$ cat src/rtl/register_file.sv
// register_file: renaming register file with ROB tags, commit bypass and rollback
module register_file #(
    parameter int REG_COUNT  = 32,
    parameter int WORD_WIDTH = 32,
    parameter int TAG_WIDTH  = 4
) (
    input  logic                  clk,
    input  logic                  rst,
    input  logic                  rollback_in,
    input  logic [4:0]            dec_rs1_in,
    input  logic [4:0]            dec_rs2_in,
    output logic [WORD_WIDTH-1:0] dec_Vj_out,
    output logic [WORD_WIDTH-1:0] dec_Vk_out,
    output logic [TAG_WIDTH-1:0]  dec_Qj_out,
    output logic [TAG_WIDTH-1:0]  dec_Qk_out,
    input  logic                  dec_issue_in,
    input  logic [4:0]            dec_rd_in,
    input  logic [TAG_WIDTH-1:0]  dec_tag_in,
    input  logic                  commit_rf_signal_in,
    input  logic [TAG_WIDTH-1:0]  commit_tag_in,
    input  logic [WORD_WIDTH-1:0] commit_data_in,
    input  logic [4:0]            commit_target_in
);
    logic [WORD_WIDTH-1:0] value_q [REG_COUNT];
    logic [WORD_WIDTH-1:0] value_d [REG_COUNT];
    logic [TAG_WIDTH-1:0]  tag_q   [REG_COUNT];
    logic [TAG_WIDTH-1:0]  tag_d   [REG_COUNT];
    logic                  commit_ok;
    logic                  bypass_j;
    logic                  bypass_k;

    assign commit_ok = commit_rf_signal_in && (commit_target_in != 5'd0);

    // Next state: commit writes value and retires a matching tag; rollback wipes tags, else issue renames (issue beats clear)
    always_comb begin
        value_d = value_q;
        tag_d   = tag_q;
        if (commit_ok) begin
            value_d[commit_target_in] = commit_data_in;
            if (tag_q[commit_target_in] == commit_tag_in) tag_d[commit_target_in] = '0;
        end
        if (rollback_in) tag_d = '{default: '0};
        else if (dec_issue_in && (dec_rd_in != 5'd0)) tag_d[dec_rd_in] = dec_tag_in;
    end

    // Read ports see pre-issue state, with the committing result forwarded when it retires the current producer
    always_comb begin
        bypass_j   = commit_ok && (commit_target_in == dec_rs1_in) && (tag_q[dec_rs1_in] == commit_tag_in);
        bypass_k   = commit_ok && (commit_target_in == dec_rs2_in) && (tag_q[dec_rs2_in] == commit_tag_in);
        dec_Vj_out = bypass_j ? commit_data_in : value_q[dec_rs1_in];
        dec_Qj_out = bypass_j ? '0 : tag_q[dec_rs1_in];
        dec_Vk_out = bypass_k ? commit_data_in : value_q[dec_rs2_in];
        dec_Qk_out = bypass_k ? '0 : tag_q[dec_rs2_in];
    end

    // State registers; x0 is never written so it stays zero from reset
    always_ff @(posedge clk or negedge rst) begin
        if (!rst) begin
            value_q <= '{default: '0};
            tag_q   <= '{default: '0};
        end else begin
            value_q <= value_d;
            tag_q   <= tag_d;
        end
    end
endmodule
$ cat config.mk
export PLATFORM = sky130hd
export DESIGN_NAME = register_file
export DESIGN_NICKNAME = d
export VERILOG_FILES = /design/src/rtl/register_file.sv
export SDC_FILE = /design/constraint.sdc
export NUM_CORES = 2
export LEC_CHECK = 0
export CORE_MARGIN = 2
export CORE_UTILIZATION = 52
export DETAILED_ROUTE_END_ITERATION = 16
export GPL_TIMING_DRIVEN = 1
export PLACE_DENSITY_LB_ADDON = 0.3
export SYNTH_ARGS = -nofsm -noshare
export SYNTH_HDL_FRONTEND = slang
export SYNTH_SLANG_ARGS = --single-unit
$ cat constraint.sdc
create_clock -name clk -period 5.35 [get_ports clk]
set_input_delay 1.07 -clock clk [delete_from_list [all_inputs] [get_ports clk]]
set_output_delay 1.07 -clock clk [all_outputs]
set_load 0.005 [all_outputs]
* After elaboration in Yosys (flattened, before gate mapping)
Index checks and enable logic that the tools add are counted.
** Cells by class
- Reduce and logical (&&, ||, !) cells :: 10
- Bitwise operators :: 6
- Magnitude comparators :: 6
- Equality and inequality tests :: 5
- Mux-type cells :: 31
** Operator list (count)
- 1024-bit bitwise mux :: 1
- 128-bit 2-to-1 mux :: 4
- 32-bit binary-select mux with 5-bit select :: 2
- 32-bit 2-to-1 mux :: 7
- 32-bit demux with 5-bit select :: 1
- 128-bit AND :: 1
- 128-bit bitwise mux :: 1
- 128-bit NOT :: 1
- 4-bit binary-select mux with 5-bit select :: 3
- 4-bit demux with 5-bit select :: 2
- 4-bit 2-to-1 mux :: 10
- 6-bit >= comparator (second input constant) :: 4
- 5-bit NOT with 6-bit output :: 4
- 4-bit == test :: 3
- 6-bit by 1-bit < comparator with 1-bit output (second input constant) :: 2
- 5-bit == test :: 2
- 5-bit nonzero test :: 2
- 1-bit logical AND :: 8
** Word-level totals
- Output and inout port bits :: 72
- Register bits after elaboration :: 1152
- Word-level logic and storage cells :: 122
- Input port bits :: 65

* Longest topological paths before layout
- Depth after elaboration :: 12
- Gate-level depth with buffers :: 12
- Depth with buffers taken out :: 7

* Worst setup path before layout
Ideal clock, no wire load.
- Path type :: input port to output port
- Start point :: input dec_rs1_in[0]
- End point :: output dec_Vj_out[0]
- Slack :: 458 ps
- Data arrival time :: 3822 ps
- Stages on the path :: 8
- Required time :: 4280 ps
- Path buffers :: 4
- Cells stage by stage :: buf_6 -> buf_2 -> clkbuf_1 -> buf_1 -> mux4_2 -> mux4_2 -> mux2_2 -> mux2_2
** Between the ends
- Cells in the longest elaborated chain, start to end :: 7
- Elaborated cells on any way between the ends :: 12
- Classes of those cells :: eq/ne: 2; mux: 7; bitwise: 1; reduce/logical: 2
** Ends and longest elaborated chain
- start: declaration :: RTL line 10 : input logic [4:0] dec_rs1_in,
- 5-bit NOT with 6-bit output (implied by the code) :: RTL line 48, 50
- 4-bit binary-select mux with 5-bit select :: RTL line 48 : bypass_j = commit_ok && (commit_target_in == dec_rs1_in) && (tag_q[dec_rs1_in] == commit_tag_in);
- 4-bit 2-to-1 mux (implied by the code) (2 in a row) :: RTL line 48
- 4-bit == test :: RTL line 48
- 1-bit logical AND :: RTL line 48
- 32-bit 2-to-1 mux (*) :: RTL line 50 : dec_Vj_out = bypass_j ? commit_data_in : value_q[dec_rs1_in];
- end: declaration :: RTL line 12 : output logic [WORD_WIDTH-1:0] dec_Vj_out,
Mark *: on every way between the ends. The rest lies on a longest branch, timed or not. The select of a mux whose other input is x is not followed.

* Worst setup path after layout
- Start point :: input dec_rs1_in[2]
- End point :: output dec_Vj_out[18]
The elaborated chain is that of the path after synthesis.

==> out/metrics.csv <==
metric,value,unit
final hold viol count,0,
Flop pwr share,43.9,%
Setup TNS Final,0,ns
Synth-to-Final Area Change,14.0,%
Die ar.,125000,um2
core box area,122000,um2
final core occ,59.7,%
initial antenna violation count,4,
number of buffers inserted by hold repair at cts,0,
Synth Area per Inst,15.4,um2
CTS Buffer Depth,3,
gp weighted congestion,0.933,
remaining global-route overflow,0,
CTS tree,built,
I/O Buffers,136,
Yosys cell types,53,
"EDFF count, synth",0,
P_sw,6790,uW
DRT iter0 DRCs,4406,
data required time of the critical path,4.28,ns
fin. max-slew vios,0,
Crit Path Category,input port to output port,
GRT Overall Usage,30.3,%
HP Class,input port to asynchronous set/reset pin,
H-tree levels,4,
Post-Syn Instances,4147,
cell area after synthesis,63800,um2
part of the Yosys area used for sequential elements,45.2,%
Power Dens Cells,352,nW/um2
"antenna viol nets, final",0,
Synth Register Bits,1152,
fin crit share,98.2,%
Die X,354,um
DRC,0,
Clk pwr share,35.2,%
leakage,0.0309,uW
Async SR Flop Fraction,100,%
Worst-path clk slew,0.05,ns
Worst setup EP type,output port,
vias per cell,6.95,
Worst-Skew Late Latency,0.76,ns
Slew HR,25.6,%
final clock skew,0.0225,ns
startpoint class of the critical path,input port,
first-pass GRT wire length,282,mm
via count,41098,
maximum VDD drop,0.381,mV
Mapped Nets,4212,
"Setup violations, final",0,
crit path DAT,4.18,ns
Int Power,18800,uW
Die H,354,um
status,"finished, final reports clean",
fin nets,4253,
clk sinks,1152,
Routed WL,189,mm
diodes inserted,0,
sw frac,26.5,%
Max-Cap Viols,0,
Initial Utilization,52.4,%
share of cells above drive strength 1,53.0,%
post-DP HPWL,109,mm
vias in the first global route,42075,
DRT Pass-1 Iters,5,
largest net degree at the start of global routing,172,
Most used DFF post-synth,dfrtp_1,
Post-synth top cells,"dfrtp_1, mux2_2, mux4_2, clkbuf_1, mux2i_1",
Synth area leaders,"dfrtp_1, mux4_2, mux2_2",
IO Pins,137,
RSZ-0062 raised after global routing,no,
share of Yosys cell area claimed by the top area cell type,45.2,%
Final min period,5.25,ns
Root Buffer,clkbuf_16,
Comb pwr share,20.9,%
cell with the most instances after synthesis,dfrtp_1,
DR WL/cell,32.0,um
total CTS buffers,132,
Crit Path Max Fanout,32,
Rows,128,
actual slew at the worst max-slew pin,1.12,ns
"area leader, netlist",dfrtp_1,
fmax,190,MHz
synth warn,0,
-- registers in the layout, indices dropped and copies added (netlist names) --
signal and cells:
value_q 1024, tag_q 128
-- layer usage --
| layer | track usage, % | vias up | routed length [um] | part of all wire [%] |
|---|---|---|---|---|
| met4 | 10.1 | 6 | 6280 | 3.3 |
| met2 | 46.3 | 1929 | 88300 | 47 |
| met3 | 6.61 | 384 | 15400 | 8.1 |
| met1 | 43.4 | 22344 | 79000 | 42 |
| met5 | 0 | - | 36 | 0.019 |
| li1 | - | 16435 | - | - |
-- power groups by stage --
stage | logic, uW | clock network, uW | registers (uW)
5_1_grt | 5670 | 9530 | 11400
3_3_place_gp | 5200 | 0 | 11200
2_1_floorplan | 3900 | 0 | 11000
4_1_cts | 5350 | 9130 | 11200
3_5_place_dp | 5310 | 0 | 11300
6_report | 5340 | 9020 | 11200
-- per-stage QoR --
step	worst slack (ns)	cells	hold WS [ns]	cell area [um2]	power, uW
6_report	0.0954	5910	0.279	72700	25600
2_1_floorplan	0.458	4147	0.441	63800	14900
5_1_grt	0.0144	5910	0.287	72700	26600
3_5_place_dp	-0.232	5650	0.383	67800	16700
4_1_cts	0.00472	5903	0.269	72500	25700
3_3_place_gp	-0.227	5650	0.377	67800	16400
-- worst max-delay path: stages --
cell,delay (ns)
buf_6,0.33
mux4_2,0.40
nand2b_1,0.17
o2111ai_1,0.14
o2111a_1,0.28
xnor2_1,0.08
or4_4,0.69
buf_12,0.23
mux2_4,0.31
clkdlybuf4s50_1,0.45
-- cells by family after synthesis --
kind of cell	count (synthesis)	synth area share, %
xor gates and xnor gates	16	0.220
buffers and inverters	474	3.07
DFF	1152	45.2
muxes	1906	45.4
AOI/OAI and AO/OA	236	2.68
and+or+nand+nor	363	3.38
-- area by class of cell --
cell class / instances / area [um2]
inverter: 5 / 31.3
tap: 1625 / 2030
clock buffer: 192 / 3830
multi-input combinational: 2521 / 33400
timing repair buffer: 376 / 4140
clock inverter: 39 / 490
sequential: 1152 / 28800
fill: 9167 / 49000
-- final timing paths --
path | start | to | slack (ns) | depth (start not counted)
min reg2reg | value_q[1016] | value_q[1016] | 0.39 | 0
min | rst | value_q[201] | 0.28 | 1
max reg2reg | tag_q[58] | tag_q[102] | 2.25 | 8
min in group clk | value_q[1016] | value_q[1016] | 0.39 | 0
max in group asynchronous | rst | value_q[579] | 3.62 | 2
max | dec_rs1_in[2] | dec_Vj_out[18] | 0.1 | 10
-- cell usage in the layout, fill, tap and decap left out, drive strengths merged, types with 14 or more instances in the layout --
cell type	instances
a22oi	22
buf	246
clkdlybuf4s50	112
a22o	38
mux2i	148
nor3	21
nand3	14
o22ai	126
mux2	1092
a221oi	32
mux4	666
clkinv	26
nand2b	14
nor2	51
dfrtp	1152
nor4	21
nand3b	126
clkbuf	199
nand2	58
-- what timing repair did --
| item | in CTS | in global routing |
|---|---|---|
| pin swaps | 6 | 8 |
| gates resized for setup | 23 | 27 |
| buffers inserted | 17 | 2 |
| gates cloned | 5 | 5 |
| setup endpoints to repair | 43 | 65 |
Power figures use the tool's default switching activity.
